## config.mk

```make
export PLATFORM = sky130hd
export DESIGN_NAME = inst_fetch
export DESIGN_NICKNAME = d
export VERILOG_FILES = /design/src/rtl/inst_fetch.sv
export SDC_FILE = /design/constraint.sdc
export NUM_CORES = 1
export LEC_CHECK = 0
export CAP_MARGIN = 20
export CELL_PAD_IN_SITES_DETAIL_PLACEMENT = 1
export CELL_PAD_IN_SITES_GLOBAL_PLACEMENT = 2
export CORE_MARGIN = 1
export CORE_UTILIZATION = 28
export DETAILED_ROUTE_END_ITERATION = 16
export GPL_TIMING_DRIVEN = 0
export PLACE_DENSITY_LB_ADDON = 0.1
export SETUP_SLACK_MARGIN = 0.05
export SLEW_MARGIN = 10
export SYNTH_ARGS = -nofsm -noshare
export SYNTH_HDL_FRONTEND = slang
export SYNTH_SLANG_ARGS = --single-unit
```

## constraint.sdc

```tcl
create_clock -name clk -period 2.65 [get_ports clk]
set_input_delay 0.3975 -clock clk [delete_from_list [all_inputs] [get_ports clk]]
set_output_delay 0.3975 -clock clk [all_outputs]
set_load 0.1 [all_outputs]
```

## src/rtl/inst_fetch.sv

```systemverilog
// Instruction fetch + IF/ID register: drives the ROM address from the PC and registers {pc, rom_inst} for decode with 1-cycle latency.
// Stall holds the PC and IF/ID. Flush overrides stall. A branch seen during a stall is parked and applied on release.
module inst_fetch #(
  parameter logic [31:0] RESET_PC = 32'h0000_0000,
  parameter logic [31:0] NOP_INST = 32'h0000_0000
) (
  input  logic        clk,
  input  logic        rst_n,
  input  logic        stall,
  input  logic        flush,
  input  logic [31:0] flush_pc,
  input  logic        branch_flag,
  input  logic [31:0] branch_target,
  output logic        rom_re,
  output logic [31:0] rom_addr,
  input  logic [31:0] rom_inst,
  output logic [31:0] id_pc,
  output logic [31:0] id_inst,
  output logic        id_valid
);

  localparam logic CHIP_ENABLE  = 1'b1;
  localparam logic CHIP_DISABLE = 1'b0;

  typedef enum logic {
    S_BOOT = 1'b0,
    S_RUN  = 1'b1
  } state_t;

  state_t      r_state;
  logic [31:0] r_pc;
  logic        r_pend_valid;
  logic [31:0] r_pend_target;
  logic [31:0] r_id_pc;
  logic [31:0] r_id_inst;
  logic        r_id_valid;

  state_t      w_state_nxt;
  logic [31:0] w_pc_nxt;
  logic        w_pend_valid_nxt;
  logic [31:0] w_pend_target_nxt;
  logic [31:0] w_id_pc_nxt;
  logic [31:0] w_id_inst_nxt;
  logic        w_id_valid_nxt;

  always_ff @(posedge clk or negedge rst_n) begin
    if (!rst_n) begin
      r_state       <= S_BOOT;
      r_pc          <= RESET_PC;
      r_pend_valid  <= 1'b0;
      r_pend_target <= 32'h0000_0000;
      r_id_pc       <= 32'h0000_0000;
      r_id_inst     <= NOP_INST;
      r_id_valid    <= 1'b0;
    end else begin
      r_state       <= w_state_nxt;
      r_pc          <= w_pc_nxt;
      r_pend_valid  <= w_pend_valid_nxt;
      r_pend_target <= w_pend_target_nxt;
      r_id_pc       <= w_id_pc_nxt;
      r_id_inst     <= w_id_inst_nxt;
      r_id_valid    <= w_id_valid_nxt;
    end
  end

  always_comb begin
    w_state_nxt       = r_state;
    w_pc_nxt          = r_pc;
    w_pend_valid_nxt  = r_pend_valid;
    w_pend_target_nxt = r_pend_target;
    w_id_pc_nxt       = r_id_pc;
    w_id_inst_nxt     = r_id_inst;
    w_id_valid_nxt    = r_id_valid;

    unique case (r_state)
      // Nothing was fetched while the ROM was disabled, so IF/ID stays a bubble.
      S_BOOT: w_state_nxt = S_RUN;
      S_RUN: begin
        if (flush) begin
          w_pc_nxt         = flush_pc;
          w_pend_valid_nxt = 1'b0;
          w_id_pc_nxt      = 32'h0000_0000;
          w_id_inst_nxt    = NOP_INST;
          w_id_valid_nxt   = 1'b0;
        end else if (stall) begin
          if (branch_flag) begin
            w_pend_valid_nxt  = 1'b1;
            w_pend_target_nxt = branch_target;
          end
        end else begin
          // Current fetch is the delay slot of any redirect and is always kept.
          w_id_pc_nxt      = r_pc;
          w_id_inst_nxt    = rom_inst;
          w_id_valid_nxt   = 1'b1;
          w_pend_valid_nxt = 1'b0;
          if (branch_flag) begin
            w_pc_nxt = branch_target;
          end else if (r_pend_valid) begin
            w_pc_nxt = r_pend_target;
          end else begin
            w_pc_nxt = r_pc + 32'd4;
          end
        end
      end
      default: w_state_nxt = S_BOOT;
    endcase
  end

  assign rom_re   = (r_state == S_RUN) ? CHIP_ENABLE : CHIP_DISABLE;
  assign rom_addr = r_pc;
  assign id_pc    = r_id_pc;
  assign id_inst  = r_id_inst;
  assign id_valid = r_id_valid;

endmodule

```

## Yosys cells after proc, flatten, opt, wreduce, memory -nomap -nowiden

Cells that the tools add are included.

- Register bits: 131
- Output and inout port bits: 98
- Logic and storage cells: 28

- Add/sub/neg operators: 1
- Equal/unequal tests: 2
- Multiplexer cells: 14
- Bitwise gates (word level): 1
- Reductions and logical operators: 3

Operators with widths:

| cell | number |
|---|---|
| 2-to-1 mux 32 bit | 8 |
| adder 32 x 3 -> 32 bit, second input constant | 1 |
| 2-to-1 mux 1 bit | 6 |
| AND reduction 2 bit | 2 |
| AND reduction 4 bit | 1 |
| inequality test 3 x 1 -> 1 bit, second input constant | 1 |
| inequality test 2 x 1 -> 1 bit, second input constant | 1 |
| NOT 1 bit | 1 |

## Longest topological paths before layout

Gate-level depths: netlist of the first run.

- Depth in word-level cells: 5
- Depth in mapped cells: 7

## Worst setup path before layout of the first run

Ideal clock, no wire load.

- Path type: register to register
- Start point: reg r_pc[4], in the netlist rom_addr[4]
- End point: reg r_pc[17], in the netlist rom_addr[17]
- Setup time: 122 ps
- Arrival: 2638 ps
- Required time: 2528 ps
- Setup slack: -109 ps
- Stages on the path, launching flop included: 7
- Period minus slack after synthesis: 2759 ps
- Cell sequence: dfrtp_1 -> nand3_1 -> or3_1 -> clkbuf_2 -> or3_1 -> a31o_1 -> a32o_1

- Cells in the longest elaborated chain, start to end: 5

RTL lines:

| item | RTL line | RTL |
|---|---|---|
| start, declared | 31 | `logic [31:0] r_pc;` |
| start signal, assigned | 57 | `r_pc <= w_pc_nxt;` |
| adder 32 x 3 -> 32 bit | 101 | `w_pc_nxt = r_pc + 32'd4;` |
| 2-to-1 mux 32 bit | 98 | `end else if (r_pend_valid) begin` |
| 2-to-1 mux 32 bit | 96 | `if (branch_flag) begin` |
| 2-to-1 mux 32 bit | 85 | `end else if (stall) begin` |
| 2-to-1 mux 32 bit | 79 | `if (flush) begin` |

Every way passes these cells. The select of a mux whose other input is x is not followed.
A chain may end at the register's enable or synchronous reset.

## Worst setup path in the final report of the first run

- Start point: reg r_pc[22], in the netlist rom_addr[22]
- End point: out rom_addr[22]

RTL lines:

| item | RTL line | RTL |
|---|---|---|
| end, declared | 15 | `output logic [31:0] rom_addr,` |

No word-level cell between the ends.

==> results.json, run 1 <==
{
  "status": "complete, no violations",
  "worst_path_max_delay_cell": "clkdlybuf4s50_1",
  "ios": 199,
  "cp_max_fo": 8,
  "final_layout_size_suffix_gt1_frac": 0.109,
  "tightest_slew_ns": 1.02,
  "num_vias": 6400,
  "grt_overflow_total": 0,
  "final_common_cell": "clkdlybuf4s50_1",
  "synthCells": 695,
  "seq_power_share": 0.323,
  "die-area_um2": 23600,
  "post_drt_wl_per_cell_um": 21.9,
  "grtUsageTotal": 0.229,
  "finalCriticalPeriod_ns": 2.55,
  "synthXorXnorAreaFrac": 0.00951,
  "clkLatencyLatePin_ns": 0.43,
  "grt_pass1_wl_mm": 40.3,
  "fin_skew_ns": 0.00963,
  "placed_cells": 1179,
  "synthFlopType": "dfrtp_1",
  "hold_end": "id_pc[21]$_DFFE_PN0P_",
  "synthArstFlopShare": 1.00,
  "core_area_um2": 22600,
  "crit_type": "flop to output pin",
  "crit_buf_inv": 1,
  "min_path_type": "flop to flop",
  "first_iter_violations": 331,
  "area_delta_synth_final_pct": 48.1,
  "cts_made_buffers": 17,
  "ys_ff_latch": 131,
  "initial_core_util": 0.285,
  "ys_seq_area_frac": 0.509,
  "synth_area_um2": 6440,
  "synth_top_area_frac": 0.509,
  "root_buffer": "clkbuf_16",
  "cellLeakagePower_nw": 3.88,
  "cp_cell_sequence": "clkdlybuf4s50_1",
  "cp-end-kind": "output pin",
  "crit_family": "buffers and inverters",
  "synth_mux_area_frac": 0.0637,
  "grt_pass1_vias": 6655,
  "yosysUniqueCellTypes": 54,
  "worstReg2RegStart": "rom_addr[4]$_DFFE_PN0P_",
  "worstPathArrival_ns": 2.15,
  "power_density_nw_per_um2": 852,
  "synth_top_family_by_area": "compound AO/OA/AOI/OAI gates",
  "yosys.area_share.simple": 0.183,
  "cts_tree": "done",
  "synth_edf_count": 0,
  "clock.fmax_ghz": 0.392,
  "ir_worst_vdd_mv": 0.404,
  "swShare": 0.418,
  "grt_max_degree": 69,
  "syn_nets": 797,
  "finalHoldViolCount": 0,
  "fin_util": 0.423,
  "finalSetupViolations": 0,
  "slowest_delay_ns": 1.20,
  "synth_compound_area_frac": 0.198,
  "internal-power_w": 0.00473,
  "ant_nets": 0,
  "routed_via_density": 5.27,
  "synth_fa_ha_area_frac": 0.00194,
  "min_period_over_period": 0.963,
  "path_clk_slew_ns": 0.06,
  "cts_htree_levels": 4,
  "final_cell_mix": "189 x clkdlybuf4s50_1, 162 x nand2_1, 123 x dfrtp_1",
  "rsz0062_at_grt": "no",
  "min_path_cells": 2,
  "drv_cap": 0,
  "clockPowerShare": 0.321,
  "cts_sinks": 131,
  "drc": 0,
  "place_hpwl_mm": 19.7,
  "ys_warn_count": 0,
  "instances_no_fill": 1214,
  "final_max_slew_viol_count": 0,
  "final_nets": 1017,
  "routed_wl_mm": 26.6,
  "timing.rr.end": "rom_addr[17]$_DFFE_PN0P_",
  "drt_pass1_iterations": 5,
  "clockBufferDepth": 2,
  "worstPathRequired_ns": 2.25,
  "start_kind": "flop",
  "port_buffers": 198,
  "die_w_um": 154,
  "rows": 55,
  "switchingPower_w": 0.00339,
  "die_height_um": 154,
  "synth.area.top_cells": "dfrtp_1 51%, nand2_1 9.5%, o21ai_0 7.4%",
  "worst-r2r-cell-count": 6,
  "gp_congestion": 0.807,
  "r2r_setup_slack_ns": 0.23,
  "holdCritStartpoint": "id_pc[21]$_DFFE_PN0P_",
  "syn_area_per_cell_um2": 9.27,
  "antenna_found_initial": 1,
  "comb_power_share": 0.356,
  "max_slew_margin": 0.315,
  "synth_top_area_cell": "dfrtp_1"
}
==> cells by family (layout without fill, tap and decap cells) <==
family	count (synthesis)	in the layout
adder cells (fa/ha/maj)	1	1
AO/OA/AOI/OAI	200	200
flip-flops	131	131
XOR/XNOR	7	7
AND/OR/NAND/NOR	259	259
buffers and inverters	59	292
multiplexers	37	37
other	1	2
==> cell usage after synthesis (all sizes together), types with 2 or more instances <==
cell and n:
inv 4, o221a 3, mux2 32, o211ai 5
mux2i 5, dfrtp 131, and4 3, a32o 3
o21ai 95, buf 8, nand3b 3, a221o 7
or2 2, o2111ai 2, nand2b 8, o221ai 3
or3 5, o31a 3, o21a 3, nor4 8
or3b 2, xnor2 2, or4 2, a31o 3
nand4 12, nor2b 5, nor2 19, nand2 163
nor3 11, o31ai 11, a211oi 2, and3 4
a311oi 2, a22oi 5, a221oi 16, a21oi 22
a2bb2oi 2, nand3 10, a31oi 2, xor2 5
o22ai 8, clkbuf 46
==> worst max-delay path by stage <==
stage	slack (ns)	from	cells past startpoint	to
finish	0.1	rom_addr[22]$_DFFE_PN0P_	1	rom_addr[22]
global route	0.06	rom_addr[26]$_DFFE_PN0P_	1	rom_addr[26]
CTS	0.06	rom_addr[28]$_DFFE_PN0P_	1	rom_addr[28]
detailed placement	-0.77	stall	7	id_pc[29]$_DFFE_PN0P_
global placement	-4.91	rst_n	1	rom_addr[2]$_DFFE_PN0P_
floorplan	0.07	rom_addr[10]$_DFFE_PN0P_	6	rom_addr[17]$_DFFE_PN0P_
==> state kept, by name, indices dropped and copies added (netlist names) <==
register	count
r_state	1
r_pend_valid	1
rom_addr	32
id_inst	32
id_valid	1
r_pend_target	32
id_pc	32
==> layout make-up <==
class | instances | area, um^2
fillers | 2586 | 13000
flip-flops and latches | 131 | 3290
multi-input cells | 505 | 2960
repair buffers | 202 | 2060
clock buffers | 21 | 470
well taps | 285 | 357
plain buffers | 53 | 215
clock inverters | 11 | 174
inverters | 5 | 18.8
diodes | 1 | 2.50
==> metrics by stage <==
step	worst slack (ns)	total power (W)	area, um^2	hold slack (ns)	setup TNS [ns]
global route	0.0572	0.00842	9540	0.501	0
CTS	0.0622	0.00818	9490	0.484	0
finish	0.0977	0.00813	9540	0.477	0
floorplan	0.0662	0.00458	6450	0.102	0
detailed placement	-0.768	0.00555	8820	0.449	-43.62
global placement	-4.91	0.00549	8790	0.461	-614.98
==> routing by layer <==
metal,global-route usage,share of wire,vias to the layer above
li1,-,-,2951
met1,0.307,0.46,3231
met2,0.369,0.48,183
met3,0.0443,0.043,35
met4,0.0781,0.021,0
met5,0,0,-
==> power by group through the flow <==
| stage | clock [W] | sequential, W | combinational (W) |
|---|---|---|---|
| floorplan | 0 | 0.00401 | 0.000572 |
| detailed placement | 0 | 0.00266 | 0.00290 |
| CTS | 0.00265 | 0.00262 | 0.00291 |
| finish | 0.00261 | 0.00262 | 0.00289 |
| global placement | 0 | 0.00264 | 0.00285 |
| global route | 0.00273 | 0.00266 | 0.00303 |
==> worst reg2reg max path, delay by kind of cell, from the launching register on <==
kind                   cells  cell delay (ns)
buffers and inverters      1             0.20
AO/OA/AOI/OAI              2             0.44
AND/OR/NAND/NOR            3             1.23
flip-flops                 1             0.45
==> repair_timing <==
action	CTS	global route
buffers inserted	0	2
endpoints found under the setup margin	85	72
hold endpoints to repair	9	0
pin swaps	0	1
hold buffers	1	0
gates resized for setup	8	17
Power figures use the tool's default switching activity.
==> run 2, diff against run 1 <==
SETUP_SLACK_MARGIN = default   (was 0.05)
==> results.json, run 2 (same netlist as run 1, synthesis figures left out) <==
{
  "status": "complete, no violations",
  "worstPathRequired_ns": 2.25,
  "fin_util": 0.420,
  "ff_latch_area_um2": 3290,
  "max_slew_margin": 0.324,
  "routed_wl_mm": 26.1,
  "antenna_cells": 0,
  "grtUsageTotal": 0.229,
  "fin_skew_ns": 0.0115,
  "area_delta_synth_final_pct": 47.0,
  "num_vias": 6380,
  "cp-end-kind": "output pin",
  "root_buffer": "clkbuf_16",
  "crit_type": "flop to output pin",
  "cts_setup_buffers": 0,
  "initial_core_util": 0.285,
  "cp_max_fo": 7,
  "slowest_delay_ns": 1.20,
  "cts_sinks": 131,
  "setup_tns_ns": 0,
  "rsz0062_at_grt": "no",
  "die_w_um": 154,
  "port_buffers": 198,
  "power_density_nw_per_um2": 845,
  "routed_via_density": 5.27,
  "min_period_over_period": 0.979,
  "grt_pass1_wl_mm": 40.6,
  "multi_input_area_um2": 2960,
  "post_drt_wl_per_cell_um": 21.5,
  "cellLeakagePower_nw": 3.81,
  "drc": 0,
  "ir_worst_vdd_mv": 0.452,
  "crit_family": "buffers and inverters",
  "drv_cap": 0,
  "core_area_um2": 22600,
  "cp_cell_sequence": "clkdlybuf4s50_1",
  "cts_tree": "done",
  "ios": 199,
  "final_max_slew_viol_count": 0,
  "path_clk_slew_ns": 0.06,
  "die_height_um": 154,
  "clockBufferDepth": 2,
  "cts_htree_levels": 4,
  "grt_overflow_total": 0,
  "place_hpwl_mm": 19.6,
  "final_cell_mix": "193 x clkdlybuf4s50_1, 162 x nand2_1, 125 x dfrtp_1",
  "rows": 55,
  "first_iter_violations": 325,
  "start_kind": "flop",
  "clock.fmax_ghz": 0.386,
  "die-area_um2": 23600,
  "drt_pass1_iterations": 5,
  "finalCriticalPeriod_ns": 2.59,
  "final_nets": 1015,
  "min_path_type": "input port to async pin",
  "final_layout_size_suffix_gt1_frac": 0.104,
  "finalSetupViolations": 0,
  "antenna_found_initial": 0,
  "finalHoldViolCount": 0,
  "ant_nets": 0,
  "cts_made_buffers": 17,
  "worst_path_max_delay_cell": "clkdlybuf4s50_1",
  "final.fill_count": 2574,
  "tightest_slew_ns": 1.01,
  "worstPathArrival_ns": 2.20,
  "crit_buf_inv": 1,
  "grt_pass1_vias": 6715,
  "final_common_cell": "clkdlybuf4s50_1",
  "grt_max_degree": 84,
  "gp_congestion": 0.830,
  "clkLatencyLatePin_ns": 0.44
}
==> run 2: timing repair <==
action / CTS / global route
hold endpoints to repair: 48 / 0
hold buffers: 1 / 0
setup endpoints to repair: 70 / 51
resized for setup: 8 / 12
==> run 2: power by group <==
group / internal (W) / switching, W
clock network: 0.00149 / 0.00100
registers: 0.00231 / 0.000312
logic: 0.000766 / 0.00212
total: 0.00457 / 0.00343
==> run 2: layer usage <==
layer / vias up / track usage / wire [um]
met2: 184 / 0.368 / 12300
met1: 3221 / 0.313 / 12200
met4: 0 / 0.0657 / 443
li1: 2945 / - / -
met3: 30 / 0.0451 / 1130
met5: - / 0 / 0
==> run 2: final cells by class <==
cell class,count,share of cell area
Buffer,53,0.0226
Clock buffer,18,0.0453
Sequential cell,131,0.347
Timing Repair Buffer,200,0.214
Multi-Input combinational cell,505,0.313
Clock inverter,14,0.0189
Inverter,5,0.00198
Tap cell,285,0.0377
==> run 2: worst paths after layout <==
check,to,depth (start not counted),slack [ns],start
min reg2reg,id_valid$_DFFE_PN0P_,2,0.48,id_valid$_DFFE_PN0P_
min in group clk,id_valid$_DFFE_PN0P_,2,0.48,id_valid$_DFFE_PN0P_
max,rom_addr[25],1,0.06,rom_addr[25]$_DFFE_PN0P_
min,id_inst[21]$_DFFE_PN0P_,2,0.47,rst_n
max in group asynchronous,rom_addr[7]$_DFFE_PN0P_,3,1.34,rst_n
max reg2reg,rom_addr[24]$_DFFE_PN0P_,6,0.17,rom_addr[2]$_DFFE_PN0P_
==> run 2: stage by stage <==
step	hold slack (ns)	cell area, um^2	std cells	setup WS, ns	total power, W
floorplan	0.102	6450	695	0.0231	0.00458
global placement	0.462	8790	1178	-4.88	0.00548
detailed placement	0.373	8820	1179	-0.734	0.00555
CTS	0.480	9450	1212	0.0217	0.00806
global route	0.506	9470	1211	0.0168	0.00832
finish	0.469	9470	1211	0.0563	0.00800
